$ cat src/rtl/keep_talking_pkg.sv
// Shared definitions for the bomb-game blocks: strike FSM encodings, default
// limits and a small popcount helper.
package keep_talking_pkg;

    typedef enum logic [1:0] {
        ARMED    = 2'd0,
        EXPLODED = 2'd1,
        HALTED   = 2'd2
    } state_t;

    localparam int MAX_STRIKES_DEF  = 3;
    localparam int FLASH_CYCLES_DEF = 25000000;

    function automatic logic [3:0] popcount8(input logic [7:0] v);
        logic [3:0] c;
        c = 4'd0;
        for (int i = 0; i < 8; i++) begin
            c = c + {3'd0, v[i]};
        end
        return c;
    endfunction

endpackage

$ cat src/rtl/pulse_stretch.sv
// Retriggerable pulse stretcher: a trigger loads CYCLES into a down-counter and
// the registered level output stays high while the counter is nonzero.
module pulse_stretch #(
    parameter int CYCLES = 25000000,
    parameter int CW     = $clog2(CYCLES + 1)
) (
    input  logic clock_i,
    input  logic reset_i,
    input  logic trig_i,
    output logic pulse_o
);

    logic [CW-1:0] cnt_q;
    logic [CW-1:0] cnt_d;
    logic          pulse_q;

    // Next count: reload on trigger, otherwise count down to zero and hold.
    always_comb begin
        cnt_d = cnt_q;
        if (trig_i) begin
            cnt_d = CW'(CYCLES);
        end else if (cnt_q != '0) begin
            cnt_d = cnt_q - CW'(1);
        end else begin
            cnt_d = cnt_q;
        end
    end

    // Counter and output register, synchronous active-low reset.
    always_ff @(posedge clock_i) begin
        if (!reset_i) begin
            cnt_q   <= '0;
            pulse_q <= 1'b0;
        end else begin
            cnt_q   <= cnt_d;
            pulse_q <= (cnt_d != '0);
        end
    end

    assign pulse_o = pulse_q;

endmodule

$ cat src/rtl/strike_tracker.sv
// Counts rising-edge strikes from the puzzle modules, saturates at MAX_STRIKES
// and raises a sticky explode_strike; game_over freezes the tracker.
module strike_tracker
    import keep_talking_pkg::*;
#(
    parameter int NUM_MODULES  = 4,
    parameter int MAX_STRIKES  = MAX_STRIKES_DEF,
    parameter int FLASH_CYCLES = FLASH_CYCLES_DEF,
    parameter int CNT_W        = 3
) (
    input  logic                   clock,
    input  logic                   reset,
    input  logic [NUM_MODULES-1:0] strike_req,
    input  logic                   game_over,
    output logic [CNT_W-1:0]       strike_count,
    output logic                   explode_strike,
    output logic                   strike_flash,
    output logic [1:0]             state_dbg
);

    // Wide enough for count + up to eight simultaneous strikes without wrapping.
    localparam int SUM_W = (CNT_W + 1 > 4) ? CNT_W + 1 : 4;

    state_t                 state_q;
    logic [NUM_MODULES-1:0] prev_q;
    logic [CNT_W-1:0]       count_q;
    logic                   explode_q;

    logic [NUM_MODULES-1:0] rise_s;
    logic [3:0]             n_s;
    logic [SUM_W-1:0]       sum_s;
    logic [CNT_W-1:0]       sat_s;
    logic                   accept_s;

    // Edge detect, strike popcount and saturating next count.
    always_comb begin
        rise_s = strike_req & ~prev_q;
        n_s    = popcount8(8'(rise_s));
        sum_s  = SUM_W'(count_q) + SUM_W'(n_s);
        if (sum_s >= SUM_W'(MAX_STRIKES)) begin
            sat_s = CNT_W'(MAX_STRIKES);
        end else begin
            sat_s = sum_s[CNT_W-1:0];
        end
        accept_s = (state_q == ARMED) && !game_over && (n_s != 4'd0);
    end

    // Strike FSM with registered count and explode outputs.
    always_ff @(posedge clock) begin
        if (!reset) begin
            state_q   <= ARMED;
            prev_q    <= '1;
            count_q   <= '0;
            explode_q <= 1'b0;
        end else begin
            prev_q <= strike_req;
            case (state_q)
                ARMED: begin
                    if (game_over) begin
                        state_q <= HALTED;
                    end else if (accept_s) begin
                        count_q <= sat_s;
                        if (sat_s == CNT_W'(MAX_STRIKES)) begin
                            explode_q <= 1'b1;
                            state_q   <= EXPLODED;
                        end else begin
                            state_q <= ARMED;
                        end
                    end else begin
                        state_q <= ARMED;
                    end
                end
                EXPLODED: begin
                    explode_q <= 1'b1;
                    state_q   <= EXPLODED;
                end
                HALTED: begin
                    explode_q <= 1'b0;
                    state_q   <= HALTED;
                end
                default: begin
                    state_q   <= ARMED;
                    explode_q <= 1'b0;
                end
            endcase
        end
    end

    pulse_stretch #(
        .CYCLES (FLASH_CYCLES)
    ) u_flash (
        .clock_i (clock),
        .reset_i (reset),
        .trig_i  (accept_s),
        .pulse_o (strike_flash)
    );

    assign strike_count   = count_q;
    assign explode_strike = explode_q;
    assign state_dbg      = state_q;

endmodule

$ cat config.mk
export PLATFORM = sky130hd
export DESIGN_NAME = strike_tracker
export DESIGN_NICKNAME = d
export VERILOG_FILES = /design/src/rtl/keep_talking_pkg.sv /design/src/rtl/pulse_stretch.sv /design/src/rtl/strike_tracker.sv
export SDC_FILE = /design/constraint.sdc
export NUM_CORES = 1
export LEC_CHECK = 0
export CAP_MARGIN = 25
export CORE_MARGIN = 10
export CORE_UTILIZATION = 52
export DETAILED_ROUTE_END_ITERATION = 12
export GPL_TIMING_DRIVEN = 0
export PLACE_DENSITY = 0.75
export SYNTH_ARGS = -nofsm -noshare
export SYNTH_HDL_FRONTEND = slang
export SYNTH_SLANG_ARGS = --single-unit
$ cat constraint.sdc
create_clock -name clock -period 2.9 [get_ports clock]
set_input_delay 0.58 -clock clock [delete_from_list [all_inputs] [get_ports clock]]
set_output_delay 0.58 -clock clock [all_outputs]
set_load 0.01 [all_outputs]
* Word-level counts from Yosys, hierarchy flattened *
Index checks and enable logic that the tools add are counted.

word-level totals
  register bits = 36
  latch bits = 0
  bits in writable memories = 0
  memory bits (read-only) = 0
  input bits = 7
  output and inout bits = 7
  logic and storage cells = 41
  memories = 0

cells by class
  add/subtract/negate cells = 5
  multipliers = 0
  divide/modulo/power cells = 0
  magnitude comparators = 1
  eq/ne operators = 6
  shifts and indexed selects = 0
  muxes and demuxes = 11
  bitwise logic cells = 3
  reduce and logical (&&, ||, !) cells = 9

operators by type and width
  kind                     number
  $mux W25                 2
  $reduce_bool A25 Y1      2
  $sub A25 B1 Y25 const B  1
  $pmux W2 S3              1
  $reduce_and A3 Y1        2
  $add A3 B1 Y4            1
  $add A3 B4 Y4            1
  $and A4 B4 Y4            1
  $ge A4 B2 Y1 const B     1
  $mux W1                  4
  $mux W2                  2
  $ne A2 B2 Y1 const B     2
  $not A4 Y4               1
  $reduce_bool A4 Y1       1
  $add A2 B1 Y3            1
  $eq A3 B2 Y1 const B     1
  $mux W3                  1
  $add A1 B1 Y2            1
  $eq A2 B1 Y1 const B     1
  $eq A2 B2 Y1 const B     1
  $logic_and A1 B1 Y1      2
  $logic_not A2 Y1         1
  $ne A2 B1 Y1 const B     1
  $pmux W1 S2              1
  2 further kinds          2

* Longest topological paths before layout *
Gate-level depths: netlist of run 1.

  depth after elaboration = 13
  mapped depth = 11
  mapped depth without buffers = 11

* Cells and area by module *
A second synthesis of run 1 with hierarchy kept.

second synthesis, totals
  cell total of the unflattened synthesis = 237
  area, all modules = 2048.2 µm²

by module, submodules not included
  module          times used  cells each  area an instance (µm²)  seq. area each (µm²)
  pulse_stretch   1           181         1512.7                  520.5
  strike_tracker  1           56          535.5                   200.2

* Worst setup path after synthesis of run 1 *
OpenSTA, ideal clock, no wires.

  path kind = input -> register
  start point = in strike_req[0]
  end point = reg explode_q (netlist: explode_strike)
  setup time = 0.130 ns
  data arrival time = 2.790 ns
  required time = 2.770 ns
  setup slack = -0.020 ns
  stages = 11
  path buffers = 0
  cell sequence = nor2b_1 > fa_1 > ha_1 > ha_1 > inv_1 > fa_1 > nor2_1 > nand3_1 > a21o_1 > o21ai_0 > a211oi_1

on the way
  cells in the longest elaborated chain, start to end = 10
  elaborated cells on any way between the ends = 13
  those cells by class = 4 x add/sub; 1 x order compare; 3 x eq/ne; 1 x mux; 1 x bitwise; 3 x reduce/logical

ends and longest elaborated chain
  element                        line                    RTL
  from (decl)                    strike_tracker.sv:13    input logic [NUM_MODULES-1:0] strike_req,
  $and A4 B4 Y4 *                strike_tracker.sv:37    rise_s = strike_req & ~prev_q;
  $add A1 B1 Y2 *                keep_talking_pkg.sv:18  c = c + {3'd0, v[i]};
  $add A2 B1 Y3 *                keep_talking_pkg.sv:18
  $add A3 B1 Y4 *                keep_talking_pkg.sv:18
  $add A3 B4 Y4                  strike_tracker.sv:39    sum_s = SUM_W'(count_q) + SUM_W'(n_s);
  $ge A4 B2 Y1                   strike_tracker.sv:40    if (sum_s >= SUM_W'(MAX_STRIKES)) begin
  $mux W3                        strike_tracker.sv:40
  $eq A3 B2 Y1                   strike_tracker.sv:63    if (sat_s == CNT_W'(MAX_STRIKES)) begin
  $ne A2 B1 Y1 (no line)         -
  $reduce_and A3 Y1 (no line) *  -
  to (signal assigned)           strike_tracker.sv:54    explode_q <= 1'b0;
  to (signal assigned)           strike_tracker.sv:64    explode_q <= 1'b1;
  to (signal assigned)           strike_tracker.sv:74    explode_q <= 1'b1;
  to (decl)                      strike_tracker.sv:27    logic explode_q;

Mark *: on every way between the ends. The rest lies on a longest branch, timed or not.
A chain may end at the register's enable or synchronous reset.

* Final worst setup path of run 1 *
  start point = in strike_req[1]
  end point = reg explode_q (netlist: explode_strike)

The elaborated chain is that of the path after synthesis.

==> metrics.md, run 1 <==
| Metric | Value |
|---|---|
| Status | `finished, final reports clean` |
| Routed wl met3 | `183 um` |
| Int Pwr | `1.474 mW` |
| Later-pin clock latency in the skew report | `290 ps` |
| Asr flop ratio synth | `0%` |
| Max Fanout on Critical Path | `4` |
| Final WL | `4347 um` |
| Via Count | `1700` |
| Synth top area cells | `dfxtp_1 (36%), xnor2_1 (6.2%), nor2_1 (5.1%)` |
| # rows | `22` |
| Post-synth EDFFs | `0` |
| Post-synth top area share | `36.16%` |
| # Max-Cap Violations | `0` |
| # IOs | `14` |
| Root Driver | `clkbuf_8` |
| Die Y | `81.91 um` |
| Leading area contributor after synthesis | `dfxtp_1` |
| Worst-path clk slew | `70 ps` |
| Num Clock Sinks | `36` |
| Layout cells sized above 1 | `11.81%` |
| Worst Path Arrival | `3000 ps` |
| Worst-path cell chain | `dlygate4sd2_1, nor2b_4, fa_1, ha_4, ha_4, inv_1, fa_2, nor2_1, nand3_1, a21o_1, o21ai_2, a211oi_1` |
| Critical Path RT | `3080 ps` |
| Yosys reg bits | `36` |
| Die width | `81.91 um` |
| FF-to-FF End | `u_flash.pulse_o` |
| Max Transition Viols Final | `0` |
| H-tree Lvls | `2` |
| Reg power frac | `31.9%` |
| Multi-input gate area | `0.001270 sq mm` |
| Utilization after layout | `64.35%` |
| Final ANT Viol Nets | `0` |
| Initial DRC Count | `103` |
| Max Fclk | `354.5 MHz` |
| CTS Buf Count | `5` |
| Drt pass-1 iters | `4` |
| # nets final | `270` |
| Metal2 WL | `2025 um` |
| HPWL Detailed | `3177 um` |
| Die area | `0.006709 sq mm` |
| Clock power frac | `17.0%` |
| Syn Area/Cell | `8.628 sq um` |
| Seq/Total Area, Yosys | `36.16%` |
| Initial antenna violation count | `0` |
| GRT Overall Usage | `14.06%` |
| Synthesized instance count | `231` |
| Core ar. | `0.003689 sq mm` |
| CTS tree | `yes` |
| Sw Share | `42.23%` |
| Sequential Area | `720.7 sq um` |
| Net Count, Synth | `248` |
| Minimum clock period | `2821 ps` |
| Power per cell area | `1075 mW/mm^2` |
| Critical-path top delay cell | `fa_1` |
| Final hold vios | `0` |
| Cell count after placement | `292` |
| Maximum vdd drop | `0.3377 mV` |
| First-pass GRT wire length | `7445 um` |
| Post-CTS Hold Fix Bufs | `0` |
| FILL cells | `325` |
| IO Port Bufs | `13` |
| RR Startpoint | `u_flash.cnt_q[0]` |
| Largest net degree at the start of global routing | `12` |
| Critical Path Sink Type | `flop` |
| Hold crit path type | `flop to flop` |
| Delay of the slowest critical-path stage | `520 ps` |
| Post-Layout Cell Count | `302` |
| Clock tree buffer depth | `2` |
| Synth-to-Final Area Change | `19.08%` |
| Max Used Layer | `met4` |
| Synth cell types | `47` |
| M1 wire length | `2055 um` |
| WL per Instance | `14.39 um` |
| R2R cell count | `9` |
| Critical path's most frequent cell | `ha_4` |
| Vias per inst | `5.629` |
| GP Congestion | `0.9092` |
| Pin slew with the least headroom to its limit | `560.8 ps` |
| CP Launch Type | `input port` |
| Overflow after GRT | `0` |
| Sw power | `1.078 mW` |
| Final Setup Violations | `0` |
| Antenna cells | `0` |
| Via count of the first global-routing pass | `1651` |
| Initial core utilization | `54.04%` |
| DRC Markers | `0` |
| Worst Setup EP | `explode_strike` |
| Synth Flop Type | `dfxtp_1` |
| YS warnings | `0` |
| Worst setup path startpoint | `strike_req[1]` |
| R2R Setup Slk | `280 ps` |
| Leakage | `0.8874 nW` |
| RSZ-0062 raised after global routing | `yes` |
| Worst slew margin | `62.27%` |
| CP Class | `input port to flop` |
| Gate power share | `51.1%` |
| Fin crit share | `97.26%` |
| Clock skew | `2.777 ps` |
| Syn Std Cell Area | `0.001993 sq mm` |
==> worst min-delay path by stage <==
stage	endpoint	slack, ps	cells past startpoint	start
6_report	explode_strike	500	1	state_dbg[1]
5_1_grt	explode_strike	530	1	state_dbg[1]
4_1_cts	explode_strike	500	1	state_dbg[1]
3_5_place_dp	explode_strike	490	1	state_dbg[1]
3_3_place_gp	explode_strike	490	1	state_dbg[1]
2_1_floorplan	u_flash.cnt_q[17]	490	2	u_flash.cnt_q[17]
==> layout by cell type, fill, tap and decap left out, types with 7 or more instances in the layout <==
| master | count |
|---|---|
| nor4_1 | 9 |
| nor2_1 | 27 |
| clkbuf_1 | 7 |
| clkdlybuf4s50_1 | 10 |
| xnor2_1 | 14 |
| dfxtp_1 | 36 |
| nand2b_1 | 7 |
| nor3_1 | 11 |
| a21oi_1 | 14 |
| nand2_1 | 13 |
| inv_1 | 8 |
==> cells by family (layout without fill, tap and decap cells) <==
group                      after synthesis  in the layout  synth area share (%)
AOI/OAI and AO/OA                       40             40                 12.87
adders and majority gates               10             10                 7.031
xor gates and xnor gates                16             16                 7.031
muxes                                    1              1                0.5649
buffers and inverters                   17             40                 3.704
DFF                                     36             36                 36.16
and+or+nand+nor                        111            111                 32.64
==> timing repair <==
| item | CTS | global route |
|---|---|---|
| cloned | 0 | 0 |
| endpoints found under the hold margin | 0 | 0 |
| setup buffers | 2 | 0 |
| pin swaps | 9 | 0 |
| setup endpoints to repair | 24 | 1 |
| gates resized for setup | 16 | 1 |
==> synth_stat cells, types with 2 or more instances <==
library cell  number
or3_1              3
o31ai_1            4
inv_1              8
and3_1             2
o21ai_0            6
o21bai_1           2
nor3_1            11
nand4_1            4
clkbuf_1           6
nand3_1            4
nor4_1             9
a21oi_1           14
dfxtp_1           36
a211oi_1           2
xnor2_1           14
nor2_1            27
nor2b_1            8
xor2_1             2
nand4b_1           3
a311oi_1           2
and2_1             3
nand2_1           13
buf_2              2
nand3b_1           5
fa_1               2
ha_1               8
nor4_4             2
nand2b_1           7
or4_1              2
nor4_2             3
==> routing by layer <==
metal	up-vias	global-route usage, %
met2	34	23.04
met1	791	16.86
li1	866	-
met3	9	4.476
met5	-	0
met4	0	5.102
==> metrics by stage <==
| step | hold WS, ps | cell area, sq um | setup TNS (ps) | setup WS, ps | total power [mW] |
|---|---|---|---|---|---|
| after global routing | 525.8 | 2374 | -6.197 | -6.197 | 2.767 |
| after CTS | 500.4 | 2369 | 0 | 118.6 | 2.554 |
| after global placement | 489.8 | 2183 | -12610 | -621.0 | 2.080 |
| after floorplan | 493.3 | 1993 | 0 | 36.49 | 1.827 |
| final | 502.8 | 2374 | 0 | 79.37 | 2.552 |
| after detailed placement | 489.7 | 2183 | -13180 | -646.2 | 2.092 |
==> critical path, delay by kind of cell <==
family,cells,cell delay [ps]
and+or+nand+nor,3,340
adders and majority gates,4,1350
buffers and inverters,2,290
AOI/OAI and AO/OA,3,450
==> state kept, by name, indices dropped and copies added (netlist names) <==
register,cells
u_flash.pulse_o,1
explode_strike,1
strike_count,3
prev_q,4
state_dbg,2
u_flash.cnt_q,25
==> power groups by stage <==
stage / logic [mW] / clock network (mW) / registers, mW
6_report: 1.30 / 0.434 / 0.815
3_5_place_dp: 1.27 / 0 / 0.821
3_3_place_gp: 1.26 / 0 / 0.818
5_1_grt: 1.47 / 0.467 / 0.832
4_1_cts: 1.30 / 0.447 / 0.812
2_1_floorplan: 1.04 / 0 / 0.782
==> area by class of cell <==
type | instances | area share (%)
timing repair buffer | 15 | 5.957
buffer | 9 | 1.845
multi-input combinational | 178 | 53.51
sequential | 36 | 30.36
inverter | 8 | 1.265
clock inverter | 2 | 1.476
clock buffer | 6 | 3.057
tap | 48 | 2.530
(Power assumes the default switching activity.)
==> run 2, diff against run 1 <==
--- a/config.mk
+++ b/config.mk
@@ -11,6 +11,7 @@
 export DETAILED_ROUTE_END_ITERATION = 12
 export GPL_TIMING_DRIVEN = 0
 export PLACE_DENSITY = 0.75
+export REMOVE_ABC_BUFFERS = 1
 export SYNTH_ARGS = -nofsm -noshare
 export SYNTH_HDL_FRONTEND = slang
 export SYNTH_SLANG_ARGS = --single-unit
==> run 2 against run 1 <==
Effect of this change: combinational power decreased by 4%; via count increased by 0.88%; flip-flop and latch count unchanged; count of clock-buffer cells in the layout increased by 2; clock skew increased by 2.2 ps; sequential share of layout area increased by 0.21 points; hold slack improved by 2.5 ps; worst setup slack about the same; critical path depth unchanged; critical endpoint unchanged.
==> metrics.md, run 2 (same netlist as run 1, synthesis figures left out) <==
| Metric | Value |
|---|---|
| R2R Setup Slk | `270 ps (about the same)` |
| Cell count after placement | `284 (-2.7%)` |
| Die width | `81.91 um (unchanged)` |
| Post-place setup slack | `-794.4 ps (-148.2 ps)` |
| Worst slew margin | `60.94% (-1.3 points)` |
| Worst setup margin | `79.53 ps (+0.1648 ps)` |
| H-tree Lvls | `2 (unchanged)` |
| DRC Markers | `0 (unchanged)` |
| Die Y | `81.91 um (unchanged)` |
| Clock tree buffer depth | `2 (unchanged)` |
| RR Startpoint | `u_flash.cnt_q[0]` |
| Post-Layout Cell Count | `295 (-2.3%)` |
| Commonest non-fill, non-tap cell in the layout | `dfxtp_1` |
| Final WL | `4531 um (+4.2%)` |
| R2R cell count | `9 (unchanged)` |
| CTS Buf Count | `5 (unchanged)` |
| Drt pass-1 iters | `4 (unchanged)` |
| Utilization after layout | `63.91% (-0.44 points)` |
| Antenna cells | `0 (unchanged)` |
| # IOs | `14 (unchanged)` |
| Leakage | `0.8634 nW (-2.7%)` |
| RSZ-0062 raised after global routing | `no` |
| Setup TNS Final | `0 ps (unchanged)` |
| Layout cells sized above 1 | `13.36% (+1.5 points)` |
| Maximum vdd drop | `0.4181 mV (+24%)` |
| GP Congestion | `0.8796 (-3.3%)` |
| HPWL Detailed | `3279 um (+3.2%)` |
| Overflow after GRT | `0 (unchanged)` |
| Final ANT Viol Nets | `0 (unchanged)` |
| IO Port Bufs | `13 (unchanged)` |
| Synth-to-Final Area Change | `18.27%` |
| Via Count | `1715 (+0.88%)` |
| CP Launch Type | `input port` |
| Max reg flops | `25 (unchanged)` |
| Worst-path clk slew | `60 ps (about the same)` |
| Fin crit share | `97.26% (about the same)` |
| Reg power frac | `35.3% (+3.4 points)` |
| Worst Path Arrival | `2960 ps (-40 ps)` |
| Pin slew with the least headroom to its limit | `585.2 ps (+24.40 ps)` |
| Max Transition Viols Final | `0 (unchanged)` |
| GRT Overall Usage | `14.05% (about the same)` |
| Status | `finished, final reports clean` |
| CTS tree | `yes` |
| Final hold vios | `0 (unchanged)` |
| CP Class | `input port to flop` |
| Final Setup Violations | `0 (unchanged)` |
| # nets final | `263 (-2.6%)` |
| Via count of the first global-routing pass | `1666 (+0.91%)` |
| Sw Share | `43.68% (+1.5 points)` |
| Vias per inst | `5.814 (+3.3%)` |
| Largest register by flop count | `u_flash.cnt_q` |
| Clock skew | `4.966 ps (+2.189 ps)` |
| # rows | `22 (unchanged)` |
| Largest net degree at the start of global routing | `17 (+5)` |
| Sw power | `1.088 mW (+0.93%)` |
| Post-CTS Hold Fix Bufs | `0 (unchanged)` |
| Final hold slack | `505.3 ps (+2.461 ps)` |
| Num Clock Sinks | `36 (unchanged)` |
| Hold path depth | `1 (unchanged)` |
| Hold crit path type | `flop to flop` |
| Initial antenna violation count | `0 (unchanged)` |
| WL per Instance | `15.36 um (+6.7%)` |
| Int Pwr | `1.403 mW (-4.9%)` |
| # Max-Cap Violations | `0 (unchanged)` |
| Initial core utilization | `54.04% (unchanged)` |
| Hold EP | `explode_strike` |
| Die area | `0.006709 sq mm (unchanged)` |
| Power per cell area | `1056 mW/mm^2 (-1.7%)` |
| Min-Delay Startpoint | `state_dbg[1]` |
| Critical Path Sink Type | `flop` |
| Most frequent cells in the layout | `dfxtp_1 (36), nor2_1 (26), xnor2_1 (14), a21oi_1 (13), nand2_1 (12)` |
| Minimum clock period | `2820 ps (-0.1648 ps)` |
| Root Driver | `clkbuf_8` |
| FF-to-FF End | `u_flash.pulse_o` |
| Max Fanout on Critical Path | `4 (unchanged)` |
| Critical Path RT | `3040 ps (-40 ps)` |
| Initial DRC Count | `174 (+69%)` |
| Later-pin clock latency in the skew report | `280 ps (about the same)` |
| Gate power share | `50.2% (-0.9 points)` |
| First-pass GRT wire length | `7555 um (+1.5%)` |
| Max Fclk | `354.6 MHz (about the same)` |
| Core ar. | `0.003689 sq mm (unchanged)` |
| Clock power frac | `14.5% (-2.5 points)` |
run 2: layout make-up:
type,count,area [sq um]
Multi-Input combinational cell,178,1299
Inverter,8,30.03
Tap cell,48,60.06
Clock buffer,8,90.09
Sequential cell,36,720.7
Fill cell,322,1331
Timing Repair Buffer,17,157.7
run 2: worst max path at each step:
stage | from | endpoint | slack, ps | cells past startpoint
2_1_floorplan | strike_req[0] | u_flash.cnt_q[15] | -360 | 7
3_3_place_gp | strike_req[1] | u_flash.cnt_q[1] | -1650 | 8
3_5_place_dp | strike_req[0] | u_flash.cnt_q[15] | -790 | 8
4_1_cts | strike_req[1] | explode_strike | 40 | 12
5_1_grt | strike_req[0] | explode_strike | 1 | 12
6_report | strike_req[0] | explode_strike | 80 | 12
run 2: through the flow:
step	power [mW]	instance area (sq um)
4_1_cts	2.469	2327
3_5_place_dp	2.079	2145
6_report	2.490	2357
2_1_floorplan	1.797	1949
3_3_place_gp	2.053	2140
5_1_grt	2.687	2357
run 2: timing repair:
item / in CTS / in global routing
pin swaps: 10 / 8
endpoints found under the setup margin: 27 / 5
buffers inserted: 2 / 1
gates resized for setup: 21 / 7
gates cloned: 0 / 0
run 2: metal layers:
| layer | GRT usage (%) | vias to the layer above | share of wire, % |
|---|---|---|---|
| met5 | 0 | - | 0 |
| met4 | 2.721 | 0 | 1.1 |
| met3 | 4.803 | 8 | 5.1 |
| met2 | 23.28 | 39 | 49 |
| met1 | 17.36 | 813 | 45 |
| li1 | - | 855 | - |
run 2: power by group through the flow:
stage               sequential, mW  combinational (mW)  clock (mW)
finish                       0.878                1.25       0.362
global route                 0.903                1.38       0.400
CTS                          0.872                1.23       0.370
detailed placement           0.878                1.20           0
global placement             0.871                1.18           0
floorplan                    0.825               0.972           0
run 2: worst max-delay path, stage by stage:
cell and delay [ps]:
clkdlybuf4s15_1 180, nor2b_4 130, fa_1 520, ha_4 200, ha_4 300, inv_2 50
fa_2 370, nor2_2 100, nand3_1 80, a21o_1 200, o21ai_2 190, a211oi_2 80
